[src/rtl/chip_invaders_pkg.sv]
// Shared types and screen defaults for the alien march controller.
package chip_invaders_pkg;

  // Formation movement states.
  typedef enum logic [2:0] {
    IDLE    = 3'd0,
    MARCH   = 3'd1,
    DESCEND = 3'd2,
    CLEARED = 3'd3,
    LANDED  = 3'd4
  } march_state_t;

  // Default horizontal playfield bounds in pixels.
  localparam int DEFAULT_SCREEN_LEFT  = 16;
  localparam int DEFAULT_SCREEN_RIGHT = 624;

endpackage

[src/rtl/alive_popcount.sv]
// Combinational population count of the flattened alive flags.
module alive_popcount #(
  parameter int WIDTH = 15
) (
  input  logic [WIDTH-1:0] bits_i,
  output logic [7:0]       count_o
);

  // Sum every alive flag into an 8-bit count.
  always_comb begin
    count_o = '0;
    for (int i = 0; i < WIDTH; i++) begin
      count_o = count_o + 8'(bits_i[i]);
    end
  end

endmodule

[src/rtl/alien_march_controller.sv]
// Alien formation march controller: paces horizontal steps from frame ticks,
// drops the formation a row at each screen edge, and reports clear/landed.
// Optional speedup (period shrinks with fewer live aliens) is enabled by
// defining CHIPINV_MARCH_SPEEDUP_EN; otherwise the period stays BASE_PERIOD.
// Current FSM state is exported on state_dbg.
module alien_march_controller
  import chip_invaders_pkg::*;
#(
  parameter int NUM_ROWS         = 3,
  parameter int NUM_COLS         = 5,
  parameter int SCREEN_LEFT      = DEFAULT_SCREEN_LEFT,
  parameter int SCREEN_RIGHT     = DEFAULT_SCREEN_RIGHT,
  parameter int STEP_X           = 4,
  parameter int BASE_PERIOD      = 100,
  parameter int MIN_PERIOD       = 4,
  parameter int PERIOD_PER_ALIEN = 6,
  parameter int MAX_DESCENDS     = 8
) (
  input  logic                               clk,
  input  logic                               rst,
  input  logic                               frame_tick,
  input  logic                               enable,
  input  logic                               next_wave,
  input  logic [NUM_ROWS-1:0][NUM_COLS-1:0]  alive_matrix,
  input  logic [15:0]                        formation_min_x,
  input  logic [15:0]                        formation_max_x,
  output logic                               movement_direction,
  output logic [15:0]                        movement_frequency,
  output logic                               step_pulse,
  output logic                               descend_pulse,
  output logic [7:0]                         alive_count,
  output logic                               wave_cleared,
  output logic                               invaded,
  output logic [2:0]                         state_dbg
);

  localparam int NUM_ALIENS = NUM_ROWS * NUM_COLS;

  logic [NUM_ALIENS-1:0] alive_flat;
  logic [7:0]            pop_count;

  march_state_t state_q, state_d;
  logic         dir_q, dir_d;
  logic [15:0]  freq_q, freq_d;
  logic [15:0]  tick_q, tick_d;
  logic [7:0]   desc_cnt_q, desc_cnt_d;
  logic [7:0]   alive_q, alive_d;
  logic         step_q, step_d;
  logic         desc_q, desc_d;
  logic         clr_q, clr_d;
  logic         inv_q, inv_d;
  logic         step_event;
  logic         edge_hit;

  assign alive_flat = alive_matrix;

  alive_popcount #(.WIDTH(NUM_ALIENS)) u_alive_popcount (
    .bits_i  (alive_flat),
    .count_o (pop_count)
  );

  // A step is due once tick_cnt has reached period-1 (written as +1 to avoid underflow).
  assign step_event = ({1'b0, tick_q} + 17'd1) >= {1'b0, freq_q};

  // Would one more step in the current direction leave the legal x range?
  assign edge_hit = dir_q ? ((32'(formation_max_x) + 32'(STEP_X)) > 32'(SCREEN_RIGHT))
                          : (32'(formation_min_x) < 32'(SCREEN_LEFT + STEP_X));

`ifdef CHIPINV_MARCH_SPEEDUP_EN
  logic [31:0] period_wide;

  // Next alive count and a period that shrinks as aliens die, saturated and floored.
  always_comb begin
    alive_d     = pop_count;
    period_wide = 32'(MIN_PERIOD) + 32'(alive_q) * 32'(PERIOD_PER_ALIEN);
    if (period_wide > 32'h0000_FFFF) begin
      freq_d = 16'hFFFF;
    end else if (period_wide < 32'(MIN_PERIOD)) begin
      freq_d = 16'(MIN_PERIOD);
    end else begin
      freq_d = period_wide[15:0];
    end
  end
`else
  // Next alive count; the march period stays fixed.
  always_comb begin
    alive_d = pop_count;
    freq_d  = 16'(BASE_PERIOD);
  end
`endif

  // Next-state and pulse logic; an empty formation overrides everything but LANDED.
  always_comb begin
    state_d    = state_q;
    dir_d      = dir_q;
    tick_d     = tick_q;
    desc_cnt_d = desc_cnt_q;
    step_d     = 1'b0;
    desc_d     = 1'b0;
    if (state_q != LANDED && alive_q == 8'd0) begin
      state_d = CLEARED;
    end else begin
      case (state_q)
        IDLE: begin
          if (enable) state_d = MARCH;
        end
        MARCH: begin
          if (!enable) begin
            state_d = IDLE;
          end else if (frame_tick) begin
            if (step_event) begin
              tick_d = '0;
              if (edge_hit) begin
                desc_d  = 1'b1;
                state_d = DESCEND;
              end else begin
                step_d = 1'b1;
              end
            end else begin
              tick_d = tick_q + 16'd1;
            end
          end
        end
        DESCEND: begin
          dir_d      = ~dir_q;
          desc_cnt_d = desc_cnt_q + 8'd1;
          if ((32'(desc_cnt_q) + 32'd1) >= 32'(MAX_DESCENDS)) begin
            state_d = LANDED;
          end else begin
            state_d = MARCH;
          end
        end
        CLEARED: begin
          if (next_wave) begin
            state_d    = MARCH;
            tick_d     = '0;
            desc_cnt_d = '0;
            dir_d      = 1'b1;
          end
        end
        LANDED: begin
          state_d = LANDED;
        end
        default: begin
          state_d = IDLE;
        end
      endcase
    end
    clr_d = (state_d == CLEARED);
    inv_d = (state_d == LANDED);
  end

  // Register alive count and march period.
  always_ff @(posedge clk) begin
    if (rst) begin
      alive_q <= '0;
      freq_q  <= 16'(BASE_PERIOD);
    end else begin
      alive_q <= alive_d;
      freq_q  <= freq_d;
    end
  end

  // Register FSM state, counters and all status/pulse outputs.
  always_ff @(posedge clk) begin
    if (rst) begin
      state_q    <= IDLE;
      dir_q      <= 1'b1;
      tick_q     <= '0;
      desc_cnt_q <= '0;
      step_q     <= 1'b0;
      desc_q     <= 1'b0;
      clr_q      <= 1'b0;
      inv_q      <= 1'b0;
    end else begin
      state_q    <= state_d;
      dir_q      <= dir_d;
      tick_q     <= tick_d;
      desc_cnt_q <= desc_cnt_d;
      step_q     <= step_d;
      desc_q     <= desc_d;
      clr_q      <= clr_d;
      inv_q      <= inv_d;
    end
  end

  assign movement_direction = dir_q;
  assign movement_frequency = freq_q;
  assign step_pulse         = step_q;
  assign descend_pulse      = desc_q;
  assign alive_count        = alive_q;
  assign wave_cleared       = clr_q;
  assign invaded            = inv_q;
  assign state_dbg          = state_q;

endmodule

[config.mk]
export PLATFORM = sky130hd
export DESIGN_NAME = alien_march_controller
export DESIGN_NICKNAME = d
export VERILOG_FILES = /design/src/rtl/chip_invaders_pkg.sv /design/src/rtl/alive_popcount.sv /design/src/rtl/alien_march_controller.sv
export SDC_FILE = /design/constraint.sdc
export NUM_CORES = 1
export LEC_CHECK = 0
export CORE_UTILIZATION = 35
export DETAILED_ROUTE_END_ITERATION = 8
export DONT_BUFFER_PORTS = 1
export GPL_ROUTABILITY_DRIVEN = 0
export HOLD_SLACK_MARGIN = 0.06
export PLACE_DENSITY_LB_ADDON = 0.25
export SLEW_MARGIN = 20
export SYNTH_ARGS = -nofsm -noshare
export SYNTH_HDL_FRONTEND = slang
export SYNTH_SLANG_ARGS = --single-unit
[constraint.sdc]
create_clock -name clk -period 3.6 [get_ports clk]
set_input_delay 0.54 -clock clk [delete_from_list [all_inputs] [get_ports clk]]
set_output_delay 0.54 -clock clk [all_outputs]
set_load 0.02 [all_outputs]
# Word-level counts from Yosys, hierarchy flattened
# Index checks and enable logic that the tools add are counted.
# classes
n_addsub	19
n_mul	0
n_div	0
order_cmp	4
eq_ne	10
shift	0
mux	21
bitwise_logic	6
n_reduce_logical	8
# op_table
cell	n
adder 8 x 1 -> 8 bit	13
2-to-1 mux 16 bit	4
one-hot mux 16 bit (2 select lines)	1
2-to-1 mux 3 bit	8
adder 16 x 1 -> 17 bit (second input constant)	1
adder 16 x 3 -> 17 bit (second input constant)	1
greater-or-equal comparator 17 x 7 -> 1 bit (second input constant)	1
greater-than comparator 17 x 10 -> 1 bit (second input constant)	1
adder 16 x 1 -> 16 bit (second input constant)	1
< comparator 16 x 5 -> 1 bit (second input constant)	1
one-hot mux 8 bit (2 select lines)	1
one-hot mux 3 bit (5 select lines)	1
adder 8 x 1 -> 9 bit (second input constant)	1
equality test 3 x 2 -> 1 bit (second input constant)	3
greater-or-equal comparator 9 x 4 -> 1 bit (second input constant)	1
adder 8 x 1 -> 8 bit (second input constant)	1
logical NOT 8 bit	1
2-to-1 mux 8 bit	1
equality test 3 bit (second input constant)	2
inequality test 2 bit (second input constant)	3
NOT 1 bit	6
OR reduction 6 bit	1
AND reduction 5 bit	1
2-to-1 mux 1 bit	4
other kinds (8)	9
# totals
ff_bits	40
latch_bits	0
mem_bits_rw	0
romBits	0
input_bits	52
out_inout_bits	32
word_cells	77
n_memories	0

# Depth between registers and ports, before layout
# logic_depth
word_depth	14
mapped_depth	15
ltp_nobuf	15

# Hierarchy
# Synthesis repeated with hierarchy kept, for this count alone.
# unflattened
hier_cells	310
hier_area_um2	2606.2
# modules_own_cells
module	instances	cells_each	area_per_inst_um2	seq_area_each_um2
alien_march_controller	1	264	2213.4	800.8
alive_popcount	1	46	392.9	0.0

# Worst setup path after synthesis
# No wires, ideal clock.
# synth_timing
kind	input to register
start	input alive_matrix[0] (netlist name)
end	register alive_q[4] (netlist: alive_count[4])
setup_ns	0.080
arrival_ns	3.668
required_ns	3.520
slack_ns	-0.147
cell_stages	15
cell_sequence	ha_1 > inv_1 > fa_1 > inv_1 > fa_1 > fa_1 > inv_1 > fa_1 > inv_1 > ha_1 > inv_1 > fa_1 > inv_1 > a21oi_1 > nor3b_1
# synth_between
elab_chain_cells	14
# synth_lines
element	line	rtl
start: declaration	alien_march_controller.sv:24	input logic [NUM_ROWS-1:0][NUM_COLS-1:0] alive_matrix,
adder 1 x 1 -> 2 bit	alive_popcount.sv:13	count_o = count_o + 8'(bits_i[i]);
adder 8 x 1 -> 8 bit (13 in series)	alive_popcount.sv:13	
end signal: assignment	alien_march_controller.sv:159	alive_q <= alive_d;
end: declaration	alien_march_controller.sv:47	logic [7:0] alive_q, alive_d;
# Every way passes these cells.
# A chain may end at the register's enable or synchronous reset.

# Final worst setup path
# layout_timing
start	input alive_matrix[1] (netlist name)
end	register alive_q[4] (netlist: alive_count[4])
# The elaborated chain is that of the path after synthesis.

==> results.cfg <==
[global_route]
grt_first_pass_wirelength_mm = 8.22
grt_usage_pct = 14.2
grt_pass1_vias = 1809
grt_overflow = 0
grt_max_degree = 23
antenna_found_initial = 0

[worst_setup_path]
cp-start-kind = input port
critical_path.slowest_cell = fa_1
arrival_ns = 3.68
reg2reg_from = tick_q[0]
worst-r2r-cell-count = 8
critical_path.cell_chain = ha_4 > inv_2 > fa_1 > inv_1 > fa_1 > fa_1 > inv_1 > fa_2 > inv_1 > ha_2 > inv_2 > fa_2 > inv_1 > a21oi_1 > nor3b_1
crit_fanout = 2
criticalPathCategory = input port to flop
crit_required_ns = 3.82
critPathCaptureType = flop
r2r_end = state_dbg[1]
max_stage_delay_ns = 0.53
crit_path_frequent_cell = inv_1
worst-r2r-setup-slack_ns = 0.88

[logic_synthesis]
synth-xor-area-share_pct = 1.79
postSynthRegisterBits = 37
ys_types = 61
syn_area_sq_mm = 0.00244
yosys.area.top_type = dfxtp_1
synth-simple-area-share_pct = 27.9
yosys-top-cells-area = dfxtp_1, fa_1, buf_4
synth_top_family_by_area = simple AND/OR/NAND/NOR gates
synth_area_per_cell_sq_um = 8.76
synth_mux_area_share_pct = 0.870
ys_async_sr_fraction_pct = 0
synth.top_cell.area_share_pct = 30.3
synthCells = 279
yosys.area_share.adder_pct = 12.5
ys_seq_area_share_pct = 30.3
synth_compound_area_share_pct = 15.3
synth_edf_count = 0
yosysWarnings = 0
synthFlopType = dfxtp_1

[finish]
final_area_sq_mm = 0.00255
syn2layout_area_growth_pct = 4.30
seqCellArea_sq_um = 741
fin_nets = 345
multi_input_area_sq_mm = 0.00152
n_antenna_cell = 0
fillers = 692
drive_above_1_share_pct = 11.6

[sta]
fin_setup_tns_ns = 0
rsz0062_at_grt = no
setup_viol = 0
worst_hold_slack_ns = 0.308
fmax_ghz = 0.289
slew_viol_final = 0
tightest_slew_ns = 0.754
fin_crit_ns = 3.46
slew_headroom_pct = 49.0
hold_violations = 0
timing.final.crit_share_pct = 96.2
skew_ns = 0.0108

[min_path]
whs_path_depth = 1
hold_class = input port to flop
worstHoldStart = rst
hold_end = desc_cnt_q[7]

[placement]
dpl.hpwl_mm = 3.66
post_dp_cell_area_sq_mm = 0.00243
numPortBuffers = 0

[cts]
cts-root-buf = clkbuf_8
htree_levels = 2
postCtsSetupRepairBufs = 0
ctsHoldBuffers = 0
cts_sinks = 37
cts_tree = done
clkLatencyLatePin_ns = 0.29
ctsLongestPathBuffers = 2
clk_pin_slew_ns = 0.08
cts_buffers = 5
ctsResizeCount = 0

[detailed_routing]
routed-via-count = 1896
viasPerCell = 5.34
drt-wirelength-per-cell_microns = 13.6
drtAntennaViolNets = 0
drt_first_pass_iters = 4
drt_iter0_markers = 105
drt_wl_total_mm = 4.84
drc = 0

[floorplanning]
start_util_pct = 36.2
core_sq_mm = 0.00676
die_w_microns = 85.6
die_h_microns = 85.6
fp-row-count = 30
dieArea_sq_mm = 0.00732
ios = 84

[power_and_ir_drop]
p_per_area_mw_per_mm2 = 541
peakVddDrop_mv = 0.310
leakagePower_nw = 1.02

[job]
maxCapViolations = 0

[run_status]
status = finished, final reports clean
==> worst max-delay path, delay by kind of cell <==
kind	cells	cell delay (ns)
AND/OR/NAND/NOR	1	0.16
adder cells (fa/ha/maj)	7	2.60
buffers and inverters	6	0.33
AO/OA/AOI/OAI	1	0.06
==> flip-flops by register name, indices dropped and copies added (netlist names) <==
register / count
step_pulse: 1
state_dbg: 3
descend_pulse: 1
wave_cleared: 1
tick_q: 16
alive_count: 5
desc_cnt_q: 8
movement_direction: 1
invaded: 1
==> cells by family (layout without fill, tap and decap cells) <==
kind of cell | Yosys count | in the layout
buffers and inverters | 46 | 25
flip-flops | 37 | 37
AO/OA/AOI/OAI | 55 | 55
other | 2 | 19
AND/OR/NAND/NOR | 113 | 113
adder cells (fa/ha/maj) | 19 | 19
XOR/XNOR | 5 | 5
multiplexers | 2 | 2
==> report_power, final <==
part | switching, mW | internal (mW) | total (mW)
Clock | 0.154 | 0.225 | 0.379
Sequential | 0.110 | 0.455 | 0.566
Combinational | 0.247 | 0.189 | 0.436
Total | 0.511 | 0.870 | 1.38
==> cell usage in the layout, fill, tap and decap left out, types with 2 or more instances in the layout <==
master / instances
dfxtp_1: 37
nor2_1: 23
conb_1: 19
inv_1: 14
nand2_1: 13
a21oi_1: 11
nor3_1: 11
o21ai_0: 10
and2_1: 9
nand3_1: 9
ha_1: 8
fa_1: 7
nor4_1: 6
clkbuf_8: 6
nor2b_1: 5
xor2_1: 5
and3_1: 5
nor3b_1: 5
a211o_1: 4
o21ai_1: 4
nand2b_1: 3
a311oi_1: 3
a31oi_1: 3
nand4_1: 3
inv_2: 2
nor2_4: 2
o22ai_1: 2
nand4_2: 2
nand3b_1: 2
o31ai_1: 2
nor4_2: 2
a221o_1: 2
a21o_1: 2
fa_2: 2
==> cells in the mapped netlist (all sizes together) (2+ instances only) <==
master and count:
a211o 4, a21o 2, a21oi 12, a221o 2, a311oi 3, a31oi 3, and2 9, and3 6
buf 27, clkbuf 3, conb 2, dfxtp 37, fa 9, ha 10, inv 16, nand2 14
nand2b 3, nand3 10, nand3b 2, nand4 5, nor2 26, nor2b 5, nor3 11, nor3b 6
nor4 8, nor4b 2, o21ai 14, o22ai 2, o31ai 2, or4 2, xor2 5
==> metrics by stage <==
stage	utilization [%]	cells	power (mW)	worst slack, ns
CTS	37.7	355	1.40	0.120
global placement	36.0	347	1.01	-0.173
global route	37.7	355	1.50	0.0186
floorplan	-	296	0.940	-0.0646
finish	37.7	355	1.38	0.136
detailed placement	36.0	347	1.02	-0.176
==> layer usage <==
layer	part of all wire (%)	vias up	track usage, %
met5	0	-	0
met4	0.89	0	4.09
met3	8.1	5	5.10
met2	46	80	23.3
met1	45	870	17.5
li1	-	941	-
==> cell type report <==
class                      instances  share of cell area (%)
sequential                        37                    29.0
multi-input combinational        213                    59.7
timing repair buffer               1                   0.294
tap                               80                    3.93
clock buffer                       6                    3.24
clock inverter                     2                    1.47
inverter                          16                    2.36
==> how the worst max path moves through the flow <==
stage                         start              to  slack (ns)
finish              alive_matrix[1]  alive_count[4]        0.14
global route        alive_matrix[1]  alive_count[4]        0.02
CTS                 alive_matrix[1]  alive_count[4]        0.12
detailed placement  alive_matrix[1]  alive_count[4]       -0.18
global placement    alive_matrix[1]  alive_count[4]       -0.17
floorplan           alive_matrix[1]  alive_count[4]       -0.06
Note: power is estimated with default switching activity, not from simulation.
